===== config.mk =====
export PLATFORM = sky130hd
export DESIGN_NAME = updownstream_limiter
export DESIGN_NICKNAME = d
export VERILOG_FILES = /design/src/rtl/updownstream_pkg.sv /design/src/rtl/updownstream_client_bank.sv /design/src/rtl/updownstream_limiter.sv
export SDC_FILE = /design/constraint.sdc
export NUM_CORES = 2
export LEC_CHECK = 0
export ABC_AREA = 1
export CELL_PAD_IN_SITES_DETAIL_PLACEMENT = 2
export CELL_PAD_IN_SITES_GLOBAL_PLACEMENT = 2
export CORE_AREA = 4 4 422 424
export CTS_CLUSTER_DIAMETER = 60
export CTS_CLUSTER_SIZE = 10
export DETAILED_ROUTE_END_ITERATION = 12
export DIE_AREA = 0 0 426 428
export GPL_ROUTABILITY_DRIVEN = 0
export PLACE_DENSITY = 0.95
export SLEW_MARGIN = 10
export SYNTH_ARGS = -nofsm -noshare
export SYNTH_HDL_FRONTEND = slang
export SYNTH_SLANG_ARGS = --single-unit

===== constraint.sdc =====
create_clock -name clk -period 95.5 [get_ports clk]
set_input_delay 19.1 -clock clk [delete_from_list [all_inputs] [get_ports clk]]
set_output_delay 19.1 -clock clk [all_outputs]
set_load 0.02 [all_outputs]

===== src/rtl/updownstream_pkg.sv =====
// Purpose: shared types and arithmetic helpers for the per-client trade-limit engine.
//   fill_result_t : outcome of one order (client, filled volume, cancelled volume)
//   calc_fill     : budget arithmetic for one order against limit/accumulator
//   sat_add       : saturating add for the global cancelled-volume counter
// Field widths are the widest supported; callers zero-extend into them and narrow back.
package updownstream_pkg;

  localparam int unsigned MAX_AMT_W = 32;
  localparam int unsigned MAX_ID_W  = 16;
  localparam int unsigned MAX_CNT_W = 64;

  typedef struct packed {
    logic [MAX_ID_W-1:0]  client_id;
    logic [MAX_AMT_W-1:0] fill;
    logic [MAX_AMT_W-1:0] cancel;
  } fill_result_t;

  // Fill an order against the remaining budget; the remainder is never negative.
  function automatic fill_result_t calc_fill(input logic [MAX_AMT_W-1:0] limit,
                                             input logic [MAX_AMT_W-1:0] acc,
                                             input logic [MAX_AMT_W-1:0] amt,
                                             input logic                 partial);
    fill_result_t         res;
    logic [MAX_AMT_W-1:0] rem;
    res = '0;
    rem = (limit > acc) ? (limit - acc) : '0;
    if (amt <= rem) begin
      res.fill = amt;
    end else if (partial) begin
      res.fill   = rem;
      res.cancel = amt - rem;
    end else begin
      res.cancel = amt;
    end
    return res;
  endfunction

  // cur + add, clamped to the all-ones value of a width-bit counter.
  function automatic logic [MAX_CNT_W-1:0] sat_add(input logic [MAX_CNT_W-1:0] cur,
                                                   input logic [MAX_CNT_W-1:0] add,
                                                   input int unsigned          width);
    logic [MAX_CNT_W:0] sum;
    logic [MAX_CNT_W:0] lim;
    lim = {1'b0, {MAX_CNT_W{1'b1}}} >> (MAX_CNT_W - width);
    sum = {1'b0, cur} + {1'b0, add};
    if (sum > lim) begin
      sum = lim;
    end
    return sum[MAX_CNT_W-1:0];
  endfunction

endpackage


===== src/rtl/updownstream_client_bank.sv =====
// Purpose: per-client state arrays (limit, accumulated fill, sticky cancel flag).
// Ports:
//   clk, rst                       clock, async active-high reset
//   cpu_wr_lim/cpu_wr_clr/cpu_id/cpu_amount   CPU write port (limit write or client clear)
//   upd_en/upd_id/upd_acc/upd_set_cancel      order update port
//   ord_id -> ord_limit_c/ord_acc_c           combinational read for order arithmetic
//   rd_id  -> rd_acc_c                        combinational readback
//   max_to_trade, cancelled_orders            per-client status vectors
// Out-of-range ids are ignored on writes and read back as zero.
module updownstream_client_bank #(
  parameter int unsigned NUM_CLIENTS = 32,
  parameter int unsigned ID_W        = 5,
  parameter int unsigned AMT_W       = 16
) (
  input  logic                   clk,
  input  logic                   rst,
  input  logic                   cpu_wr_lim,
  input  logic                   cpu_wr_clr,
  input  logic [ID_W-1:0]        cpu_id,
  input  logic [AMT_W-1:0]       cpu_amount,
  input  logic                   upd_en,
  input  logic [ID_W-1:0]        upd_id,
  input  logic [AMT_W-1:0]       upd_acc,
  input  logic                   upd_set_cancel,
  input  logic [ID_W-1:0]        ord_id,
  output logic [AMT_W-1:0]       ord_limit_c,
  output logic [AMT_W-1:0]       ord_acc_c,
  input  logic [ID_W-1:0]        rd_id,
  output logic [AMT_W-1:0]       rd_acc_c,
  output logic [NUM_CLIENTS-1:0] max_to_trade,
  output logic [NUM_CLIENTS-1:0] cancelled_orders
);

  localparam logic [ID_W:0] N_L = (ID_W+1)'(NUM_CLIENTS);

  logic [AMT_W-1:0]       r_limit [NUM_CLIENTS];
  logic [AMT_W-1:0]       r_acc   [NUM_CLIENTS];
  logic [NUM_CLIENTS-1:0] r_cancel;
  logic                   w_cpu_in;
  logic                   w_upd_in;
  logic                   w_ord_in;
  logic                   w_rd_in;

  assign w_cpu_in = {1'b0, cpu_id} < N_L;
  assign w_upd_in = {1'b0, upd_id} < N_L;
  assign w_ord_in = {1'b0, ord_id} < N_L;
  assign w_rd_in  = {1'b0, rd_id}  < N_L;

  // Limit array: CPU-only writer.
  always_ff @(posedge clk or posedge rst) begin
    if (rst) begin
      for (int i = 0; i < int'(NUM_CLIENTS); i++) r_limit[i] <= '0;
    end else if (cpu_wr_lim && w_cpu_in) begin
      r_limit[cpu_id] <= cpu_amount;
    end
  end

  // Accumulator and cancel flags; CPU and order updates never share a cycle.
  always_ff @(posedge clk or posedge rst) begin
    if (rst) begin
      for (int i = 0; i < int'(NUM_CLIENTS); i++) r_acc[i] <= '0;
      r_cancel <= '0;
    end else if (cpu_wr_clr && w_cpu_in) begin
      r_acc[cpu_id]    <= '0;
      r_cancel[cpu_id] <= 1'b0;
    end else if (upd_en && w_upd_in) begin
      r_acc[upd_id] <= upd_acc;
      if (upd_set_cancel) r_cancel[upd_id] <= 1'b1;
    end
  end

  // Read ports and status decode.
  always_comb begin
    ord_limit_c = w_ord_in ? r_limit[ord_id] : '0;
    ord_acc_c   = w_ord_in ? r_acc[ord_id]   : '0;
    rd_acc_c    = w_rd_in  ? r_acc[rd_id]    : '0;
    for (int i = 0; i < int'(NUM_CLIENTS); i++) begin
      max_to_trade[i] = r_limit[i] > r_acc[i];
    end
  end

  assign cancelled_orders = r_cancel;

endmodule


===== src/rtl/updownstream_limiter.sv =====
// Purpose: per-client trade-limit engine. CPU programs limits / clears clients; the
// exchange streams orders that are filled against the remaining budget, excess cancelled.
// Ports:
//   clk, HRESET                         clock, async active-high reset
//   cpu_go/cpu_new_max/cpu_client_id/cpu_amount   CPU command (priority over orders)
//   exchange_go/exchange_ready/exchange_client_id/exchange_amount   order handshake
//   rd_client_id -> rd_accumulated      registered accumulator readback
//   max_to_trade, cancelled_orders      per-client status
//   cancelled_total                     saturating cancelled volume
//   fill_valid/fill_client_id/fill_amount/fill_cancelled   per-order result strobe
module updownstream_limiter
  import updownstream_pkg::*;
#(
  parameter  int unsigned NUM_CLIENTS  = 32,
  parameter  int unsigned AMT_W        = 16,
  parameter  int unsigned CNT_W        = 32,
  parameter  int unsigned PARTIAL_FILL = 0,
  localparam int unsigned ID_W         = (NUM_CLIENTS > 1) ? $clog2(NUM_CLIENTS) : 1
) (
  input  logic                   clk,
  input  logic                   HRESET,
  input  logic                   cpu_go,
  input  logic                   cpu_new_max,
  input  logic [ID_W-1:0]        cpu_client_id,
  input  logic [AMT_W-1:0]       cpu_amount,
  input  logic                   exchange_go,
  output logic                   exchange_ready,
  input  logic [ID_W-1:0]        exchange_client_id,
  input  logic [AMT_W-1:0]       exchange_amount,
  input  logic [ID_W-1:0]        rd_client_id,
  output logic [AMT_W-1:0]       rd_accumulated,
  output logic [NUM_CLIENTS-1:0] max_to_trade,
  output logic [NUM_CLIENTS-1:0] cancelled_orders,
  output logic [CNT_W-1:0]       cancelled_total,
  output logic                   fill_valid,
  output logic [ID_W-1:0]        fill_client_id,
  output logic [AMT_W-1:0]       fill_amount,
  output logic [AMT_W-1:0]       fill_cancelled
);

  localparam logic [MAX_AMT_W-1:0] AMT_MAX = MAX_AMT_W'({AMT_W{1'b1}});

  logic             w_accept;
  logic             w_ord_in;
  logic [AMT_W-1:0] w_limit;
  logic [AMT_W-1:0] w_acc;
  logic [AMT_W-1:0] w_rd_acc;
  logic [AMT_W-1:0] w_fill;
  logic [AMT_W-1:0] w_cancel;
  fill_result_t     w_res;

  logic             r_fill_valid;
  logic [ID_W-1:0]  r_fill_id;
  logic [AMT_W-1:0] r_fill_amt;
  logic [AMT_W-1:0] r_fill_cnl;
  logic [AMT_W-1:0] r_rd_acc;
  logic [CNT_W-1:0] r_total;

  // CPU commands win; the exchange holds its order while cpu_go is high.
  assign exchange_ready = !HRESET && !cpu_go;
  assign w_accept       = exchange_go && exchange_ready;

  // Order arithmetic. Inputs are zero-extended, so the clamps never engage.
  always_comb begin
    w_res           = calc_fill(MAX_AMT_W'(w_limit), MAX_AMT_W'(w_acc),
                                MAX_AMT_W'(exchange_amount), PARTIAL_FILL != 0);
    w_res.client_id = MAX_ID_W'(exchange_client_id);
    w_ord_in        = w_res.client_id < MAX_ID_W'(NUM_CLIENTS);
    w_fill          = '0;
    w_cancel        = exchange_amount;
    if (w_ord_in) begin
      w_fill   = (w_res.fill   > AMT_MAX) ? '1 : AMT_W'(w_res.fill);
      w_cancel = (w_res.cancel > AMT_MAX) ? '1 : AMT_W'(w_res.cancel);
    end
  end

  updownstream_client_bank #(
    .NUM_CLIENTS (NUM_CLIENTS),
    .ID_W        (ID_W),
    .AMT_W       (AMT_W)
  ) u_bank (
    .clk              (clk),
    .rst              (HRESET),
    .cpu_wr_lim       (cpu_go && cpu_new_max),
    .cpu_wr_clr       (cpu_go && !cpu_new_max),
    .cpu_id           (cpu_client_id),
    .cpu_amount       (cpu_amount),
    .upd_en           (w_accept && w_ord_in),
    .upd_id           (exchange_client_id),
    .upd_acc          (w_acc + w_fill),
    .upd_set_cancel   (w_cancel != '0),
    .ord_id           (exchange_client_id),
    .ord_limit_c      (w_limit),
    .ord_acc_c        (w_acc),
    .rd_id            (rd_client_id),
    .rd_acc_c         (w_rd_acc),
    .max_to_trade     (max_to_trade),
    .cancelled_orders (cancelled_orders)
  );

  // Result strobe, readback and cancelled-volume counter.
  always_ff @(posedge clk or posedge HRESET) begin
    if (HRESET) begin
      r_fill_valid <= 1'b0;
      r_fill_id    <= '0;
      r_fill_amt   <= '0;
      r_fill_cnl   <= '0;
      r_rd_acc     <= '0;
      r_total      <= '0;
    end else begin
      r_fill_valid <= w_accept;
      r_rd_acc     <= w_rd_acc;
      if (w_accept) begin
        r_fill_id  <= exchange_client_id;
        r_fill_amt <= w_fill;
        r_fill_cnl <= w_cancel;
        if (w_cancel != '0) begin
          r_total <= CNT_W'(sat_add(MAX_CNT_W'(r_total), MAX_CNT_W'(w_cancel), CNT_W));
        end
      end
    end
  end

  assign fill_valid      = r_fill_valid;
  assign fill_client_id  = r_fill_id;
  assign fill_amount     = r_fill_amt;
  assign fill_cancelled  = r_fill_cnl;
  assign rd_accumulated  = r_rd_acc;
  assign cancelled_total = r_total;

endmodule

==> reports/metrics.cfg, run 1 <==
[run_status]
status = did not finish
lastStage = 5_1_grt
error = [ERROR GRT-0232] Routing congestion too high. Check the congestion heatmap in the GUI.

[clock_network]
post_cts_buffers = 0
cts_hold_buf = 0
clockBufferDepth = 3
cts_repair_resize_count = 0
clock_sinks = 1142
cts-root-buf = clkbuf_16
numCtsBuffers = 146
h-tree-depth = 4

[grt]
track_usage_pct = 73.69
grt_max_degree = 167
gr-total-overflow = 10
antenna_found_initial = 136

[floorplan]
die_y_um = 428
rows = 153
initial_core_util_pct = 40.86
io_pins = 203
die_w_um = 426

[logic_synthesis]
ys_ff_latch = 1142
synth_flop_cell = dfrtp_1
synthDistinctLibCells = 58
synth_area_per_cell_um2 = 7.843
async_flop_share_pct = 100.0
synthCells = 9056
synth-edff-count = 0
seq_area_frac_synth_pct = 40.24
syn_area_um2 = 71020
synth_nets = 9686
yosysWarnings = 0

[placement]
io_buffers = 202
dp_hpwl_um = 315400

[Yosys cell counts, drive strengths merged (16+ instances only)]
library cell  count  area (um^2)
ha              575         7194
o22ai           511         3197
nor3             62        315.3
buf              95        510.5
a211oi           24        180.2
o221ai           68        595.6
clkbuf          452         1697
xor2             20        175.2
o211ai           32        240.2
nand3           355         1799
clkinv           25        93.84
dfrtp          1142        28580
a22oi           234         1757
nand2          1624         6130
o21ai          1245         6231
inv             978         3671
o32ai            34        297.8
nor2            428         1634
a31oi           261         1633
nor4             35        306.5
nand4            54        337.8
a32oi            21        183.9
a221oi           16        140.1
or2              22        137.6
a21oi           670         3357
[per-layer routing]
metal | global-route usage [%] | GRT overflow
met1 | 71.78 | 0
met5 | 47.75 | 0
met4 | 70.44 | 9
met3 | 65.37 | 0
met2 | 86.33 | 1
[metrics by stage]
| stage | setup WS (ns) | util [%] | cell area, um^2 | hold slack, ns | instances |
|---|---|---|---|---|---|
| 4_1_cts | 55.81 | 45.71 | 79450 | 0.5033 | 11380 |
| 3_5_place_dp | 55.85 | 43.11 | 74930 | 0.4899 | 11160 |
| 3_3_place_gp | 55.87 | 43.11 | 74930 | 0.4621 | 11160 |
| 2_1_floorplan | 44.24 | - | 71020 | 0.4530 | 9056 |
[kinds of logic after synthesis]
| group | Yosys count | share of synthesized area (%) |
|---|---|---|
| AND/OR/NAND/NOR | 2584 | 15.06 |
| flip-flops | 1142 | 40.24 |
| XOR/XNOR | 28 | 0.3559 |
| adder cells (fa/ha/maj) | 578 | 10.21 |
| buffers and inverters | 1550 | 8.408 |
| AO/OA/AOI/OAI | 3174 | 25.73 |
==> inputs of run 2 (changes only) <==
Settings changed: CELL_PAD_IN_SITES_DETAIL_PLACEMENT 2 to unset, CELL_PAD_IN_SITES_GLOBAL_PLACEMENT 2 to unset, CORE_AREA 4 4 422 424 to 4 4 492 494, CTS_CLUSTER_DIAMETER 60 to unset, CTS_CLUSTER_SIZE 10 to unset, DIE_AREA 0 0 426 428 to 0 0 496 498, PLACE_DENSITY 0.95 to unset, PLACE_DENSITY_LB_ADDON set to 0.15.
==> run 2 against run 1 <==
  * The flow now finishes, with violations (max-capacitance violations)
  * Synthesized cell count did not move
  * Synthesized area unchanged
==> reports/metrics.cfg, run 2 <==
[run_status]
status = finished, violations left  ; was did not finish
failed_checks = max-capacitance violations

[grt]
track_usage_pct = 29.18
grt_pass1_vias = 66290
grt_max_degree = 149
grt_pass1_wl_um = 517100
gr-total-overflow = 0
antenna_found_initial = 24

[clock_network]
clk_pin_slew_ns = 0.06
clk_latency_ns = 0.84
clock_sinks = 1142  ; unchanged
h-tree-depth = 4  ; unchanged
cts_tree = done
clockBufferDepth = 3  ; unchanged
cts_repair_resize_count = 0  ; unchanged
numCtsBuffers = 143  ; was 146
post_cts_buffers = 0  ; unchanged
cts-root-buf = clkbuf_16  ; unchanged
cts_hold_buf = 0  ; unchanged

[logic_synthesis]
post-synth-top-count-cell = nand2_1  ; unchanged
yosysWarnings = 0  ; unchanged
async_flop_share_pct = 100.0  ; unchanged
syn_area_um2 = 71020  ; unchanged
synthDistinctLibCells = 58  ; unchanged
synth_top_area_share_pct = 40.24  ; unchanged
synth_flop_cell = dfrtp_1  ; unchanged
synth_area_per_cell_um2 = 7.843  ; unchanged
ys_ff_latch = 1142  ; unchanged
synth-edff-count = 0  ; unchanged
seq_area_frac_synth_pct = 40.24  ; unchanged
synth_top_cells_by_count = nand2_1, o21ai_0, dfrtp_1  ; unchanged
synth_nets = 9686  ; unchanged
yosys.area.top_type = dfrtp_1  ; unchanged
synthCells = 9056  ; unchanged
synth_area_leaders = dfrtp_1, ha_1, nand2_1  ; unchanged

[timing]
fmax_mhz = 25.23
tightest_slew_ns = 1.474
rsz0062_at_grt = no
fin_tns_setup_ns = 0
clock_skew_ns = 0.03746
hold_viol = 0
post-route-min-period_ns = 39.64
timing.final.crit_share_pct = 41.50
slew_viol_final = 0
relSlewSlack_pct = 0.7074
finalSetupViolCount = 0

[setup_path]
cp_common_cell = clkdlybuf4s50_1
cp_cell_sequence = clkdlybuf4s50_1 -> nor2_1 -> clkdlybuf4s50_1
worstPathRequired_ns = 76.40
cp-end-kind = primary output
cpMaxStageDelayCell = clkdlybuf4s50_1
cp_max_fo = 2
start_kind = input port
crit_type = in -> out
worstPathArrival_ns = 20.54
slowest_delay_ns = 0.66

[layout]
regArea_um2 = 28580
multiInputGateArea_um2 = 36680
syn_to_final_growth_pct = 14.08
top_regs = u_bank.r_acc: 512 flops, u_bank.r_limit: 512 flops
fillers = 24970
design_area_um2 = 81030
final_layout_size_suffix_gt1_share_pct = 5.488
nets = 9625
mostFrequentLayoutCells = nand2_1, o21ai_0, dfrtp_1
final_common_cell = nand2_1

[placement]
dp_hpwl_um = 264500  ; was 315400 um
place_area_um2 = 76140  ; was 74930 um^2
io_buffers = 202  ; unchanged

[floorplan]
dieArea_um2 = 247000
rows = 179  ; was 153
die_y_um = 498  ; was 428 um
initial_core_util_pct = 29.92  ; was 40.86%
core_region_area_um2 = 237400
die_w_um = 496  ; was 426 um
io_pins = 203  ; unchanged

[route]
first_pass_iters = 9
drt_iter0_markers = 9849
vias = 71760
postRouteAntennaNets = 0
via_per_inst = 5.838
post_drt_wl_per_cell_um = 30.31
routed_wl_um = 372500
drcViolationCount = 0

[job]
cap_violations = 1

[pwr]
netSwitchingPower_uw = 822.1
swShare_pct = 42.66
comb_power_share_pct = 37.1
power_density_nw_per_um2 = 23.78
intPower_uw = 1105
seqPwrFrac_pct = 33.0
clockPowerShare_pct = 29.9
p_leak_uw = 0.03679
ir_drop_mv = 0.02484

[hold_path]
hold_class = reg -> reg

## run 2: cells by family after synthesis
family | synth area share (%)
compound gates | 25.73
simple gates | 15.06
buf+inv | 8.408
flops | 40.24
fa+ha+maj | 10.21
xor+xnor | 0.3559
## run 2: area by class of cell
class,count,area share (%)
multi-input combinational,6364,45.26
sequential,1142,35.27
clock buffer,209,5.196
tap,3167,4.890
inverter,1003,4.687
timing repair buffer,341,3.897
clock inverter,52,0.7566
antenna,13,0.04015
## run 2: worst max-delay path, delay by kind of cell
family,cells,cell delay (ns)
and+or+nand+nor,1,0.27
buffers and inverters,2,1.17
## run 2: final timing paths
path / startpoint / to / cells past startpoint / slack [ns]
min: fill_amount[14] / fill_amount[14] / 2 / 0.48
max in group asynchronous: HRESET / u_bank.r_limit[121] / 5 / 73.37
min reg2reg: fill_amount[14] / fill_amount[14] / 2 / 0.48
min in group asynchronous: HRESET / rd_accumulated[1] / 2 / 18.83
max reg2reg: u_bank.r_limit[499] / u_bank.r_acc[28] / 40 / 84.38
max: HRESET / exchange_ready / 3 / 55.86
## run 2: power by group through the flow
| stage | clock network (uW) | registers [uW] | logic (uW) |
|---|---|---|---|
| after floorplan | 0 | 637 | 374 |
| after global placement | 0 | 640 | 685 |
| after detailed placement | 0 | 642 | 695 |
| after CTS | 582 | 634 | 697 |
| after global routing | 601 | 644 | 764 |
| final | 575 | 636 | 716 |
## run 2: per-stage QoR
stage,total power [uW],hold WS [ns],utilization [%],setup WS [ns],std cells
after floorplan,1010,0.4530,-,44.24,9056
after global placement,1325,0.4627,32.07,55.79,12020
after detailed placement,1336,0.4645,32.07,55.87,12020
after CTS,1913,0.4805,34.10,55.87,12280
after global routing,2010,0.5059,34.12,55.80,12280
final,1927,0.4800,34.13,55.86,12290
## run 2: routing by layer
| metal | track usage (%) | part of all wire, % | vias to the layer above |
|---|---|---|---|
| met2 | 41.35 | 41 | 4169 |
| met3 | 8.273 | 11 | 821 |
| met4 | 18.46 | 7.5 | 8 |
| met1 | 38.74 | 40 | 35130 |
| li1 | - | - | 31630 |
| met5 | 0.5479 | 0.049 | - |
No activity file was read; power rests on OpenSTA's default activity.
